===== src/rtl/fifo_nl_reader.sv =====
// fifo_nl_reader: turns a non-lookahead FIFO read port into a valid/ready stream; define FIFO_NL_READER_CNT_EN for the xfer_cnt output
module fifo_nl_reader #(
  parameter int DATA_WIDTH = 32
) (
  input  logic                  clk,
  input  logic                  rst,
  input  logic                  fifo_empty,
  output logic                  fifo_rd,
  input  logic [DATA_WIDTH-1:0] fifo_dout,
  output logic                  m_valid,
  input  logic                  m_ready,
  output logic [DATA_WIDTH-1:0] m_data
`ifdef FIFO_NL_READER_CNT_EN
  ,
  output logic [15:0]           xfer_cnt
`endif
);
  logic [DATA_WIDTH-1:0] mem [2];
  logic [1:0] cnt;
  logic inflight, rd_ptr, wr_ptr, pop;
  assign pop = m_valid && m_ready;
  assign m_valid = cnt != 2'd0;
  assign m_data = mem[rd_ptr];
  // a read is only issued when its word is guaranteed a slot on return: free space now, or a pop frees one
  assign fifo_rd = !rst && !fifo_empty && ((cnt + {1'b0, inflight}) < 2'd2 || pop);
  // track the word in flight, capture it at the tail, advance the head on pop
  always_ff @(posedge clk) begin
    if (rst) begin
      cnt <= 2'd0;
      inflight <= 1'b0;
      rd_ptr <= 1'b0;
      wr_ptr <= 1'b0;
    end else begin
      inflight <= fifo_rd;
      if (inflight) begin
        mem[wr_ptr] <= fifo_dout;
        wr_ptr <= ~wr_ptr;
      end
      if (pop) rd_ptr <= ~rd_ptr;
      cnt <= cnt + {1'b0, inflight} - {1'b0, pop};
    end
  end
`ifdef FIFO_NL_READER_CNT_EN
  // count completed stream handshakes, wrapping at 16 bits
  always_ff @(posedge clk) xfer_cnt <= rst ? 16'd0 : xfer_cnt + 16'(pop);
`endif
endmodule


===== config.mk =====
export PLATFORM = sky130hd
export DESIGN_NAME = fifo_nl_reader
export DESIGN_NICKNAME = d
export VERILOG_FILES = /design/src/rtl/fifo_nl_reader.sv
export SDC_FILE = /design/constraint.sdc
export NUM_CORES = 1
export LEC_CHECK = 0
export CORE_ASPECT_RATIO = 1.5
export CORE_MARGIN = 5
export CORE_UTILIZATION = 43
export DETAILED_ROUTE_END_ITERATION = 10
export GPL_TIMING_DRIVEN = 0
export PLACE_DENSITY_LB_ADDON = 0.15
export SYNTH_ARGS = -nofsm -noshare
export SYNTH_HDL_FRONTEND = slang
export SYNTH_SLANG_ARGS = --single-unit

===== constraint.sdc =====
create_clock -name clk -period 3.5 [get_ports clk]
set_input_delay 0.525 -clock clk [delete_from_list [all_inputs] [get_ports clk]]
set_output_delay 0.525 -clock clk [all_outputs]
set_load 0.05 [all_outputs]

==> results.yml <==
status:
  status: "complete, no violations"
placed_design:
  io_buffers: 68
  hpwl_mm: 3.18
  dp_slack_ns: 0.580
  gp_congestion: 0.762
clocking:
  cts_tree: "yes"
  hold_buffers: 0
  path_clk_slew_ns: 0.07
  post-cts-setup-buffer-count: 0
  cts.sinks: 70
  numCtsBuffers: 9
  post_cts_resize_count: 0
  htree_levels: 3
  cts_max_path_buffers: 2
  worstSkewPairLatency_ns: 0.33
  root_buffer: "clkbuf_8"
sta:
  finalMaxSlewViolations: 0
  setup_violations: 0
  setup_slack_ns: 0.572
  tightest_slew_ns: 0.878
  slew_headroom: 0.414
  tns_ns: 0
  finClkSkew_ns: 0.00334
  fmax_mhz: 342
  period_needed_ns: 2.93
  final.period_utilization: 0.836
  finalHoldViolCount: 0
  hold_ws_ns: 0.528
  rsz0062_at_grt: "no"
synthesis:
  synth_seq_area_share: 0.788
  synth_seq_cells: 70
  ys_top_cells_by_count: "64 x edfxtp_1, 30 x mux2_2, 7 x nor2_1"
  syn_nets: 167
  synth_edf_count: 64
  yosysMostFrequentCell: "edfxtp_1"
  synth_top_area_share: 0.742
  synth_warnings: 0
  synth_top_area_cell: "edfxtp_1"
  synthCells: 130
  synthArstFlopShare: 0
  synth_flop_cell: "edfxtp_1"
  syn-cell-area_sq_um: 2590
  synth.area.top_cells: "edfxtp_1 74%, mux2_2 13%, dfxtp_1 4.6%"
  synthDistinctLibCells: 21
  syn_area_per_cell_sq_um: 19.9
layout:
  drive_above_1_share: 0.237
  fillers: 440
  syn2layout_area_growth_pct: 37.4
  antennaDiodeCount: 0
  nNetsFinal: 247
  seqCellArea_sq_um: 2040
  multi_input_area_sq_um: 528
die:
  die_h_microns: 105
  initial_core_util: 0.445
  die_area_sq_um: 7710
  die_w_microns: 73.4
  coreArea_sq_um: 5830
  core.rowCount: 34
  pin_count: 70
grt:
  overflow: 0
  first_global_vias: 1570
  antenna_found_initial: 0
  grt_max_degree: 33
  grt_pass1_wl_mm: 7.25
  grt_usage: 0.129
worst_setup_path:
  worst_ep_arrival_time_ns: 2.40
  r2r_slack_ns: 1.81
  path_class: "primary input to output port"
  start_kind: "primary input"
  cp_max_fo: 5
  required_ns: 2.97
  end_kind: "output port"
drt:
  routed_wl_mm: 4.59
  dr.pass1.iters: 4
  wl_per_cell_microns: 16.0
  via_per_inst: 4.88
  vias: 1401
  ant_nets: 0
  drt_iter0_markers: 32
  drc_errors: 0
pwr:
  cellPowerDensity_nw_per_um2: 651
  power_leakage_uw: 0.00120
  ir_drop_uv: 391
flow_run:
  maxCapViolations: 0
worst_hold_path:
  hp-class: "flop to flop"
power breakdown:
group | switching, uW | internal (uW) | total [uW]
sequential | 22.9 | 961 | 984
clock | 265 | 251 | 516
combinational | 488 | 329 | 817
total | 776 | 1540 | 2320
path summary, 6_finish.rpt:
| check | start | endpoint | cells past startpoint |
|---|---|---|---|
| max | m_ready | fifo_rd | 4 |
| min | rd_ptr | rd_ptr | 2 |
| max reg2reg | inflight | mem[0][11] | 2 |
| min reg2reg | rd_ptr | rd_ptr | 2 |
critical path: stages:
cell and delay, ns:
clkdlybuf4s50_1 0.54, a211oi_1 0.11, a2111oi_1 0.36, clkdlybuf4s50_1 0.87
registers in the layout, summed over array words and instances (netlist names), named ones only:
signal	count
cnt	2
mem	64
rd_ptr	1
inflight	1
wr_ptr	1
cell type report:
type | instances | share of cell area
flip-flops and latches | 70 | 0.573
repair buffers | 69 | 0.199
multi-input cells | 54 | 0.148
clock buffers | 11 | 0.0369
well taps | 72 | 0.0253
plain buffers | 5 | 0.00878
clock inverters | 5 | 0.00738
inverters | 1 | 0.00105
stage by stage:
step                      cells  utilization  cell area [sq um]  total power (uW)
after floorplan             130            -               2600              1560
after global placement      270        0.578               3370              1800
after detailed placement    271        0.584               3400              1820
after CTS                   287        0.611               3560              2350
after global routing        287        0.611               3560              2420
final                       287        0.611               3560              2320
metal layers:
metal	global-route usage	routed length, microns	vias to the layer above	part of all wire
li1	-	-	666	-
met1	0.136	1680	682	0.37
met2	0.222	2570	45	0.56
met3	0.0384	258	8	0.056
met4	0.0699	80	0	0.017
met5	0	0	-	0
cell usage in the layout, fill, tap and decap left out, drive strengths merged, types with 2 or more instances in the layout:
cell / n
clkinv: 4
xor2: 2
dfxtp: 6
buf: 4
clkbuf: 13
a2111oi: 2
clkdlybuf4s50: 68
edfxtp: 64
nor2: 7
mux2: 33
cell families (layout without fill, tap and decap cells):
family                   Yosys count  in the layout  share of synthesized area
adder cells (fa/ha/maj)            1              1                    0.00483
AND/OR/NAND/NOR                   12             12                     0.0266
flip-flops                        70             70                      0.788
XOR/XNOR                           3              3                     0.0101
multiplexers                      33             33                      0.143
buffers and inverters              6             91                     0.0135
AO/OA/AOI/OAI                      5              5                     0.0135
Note: power is estimated with default switching activity, not from simulation.
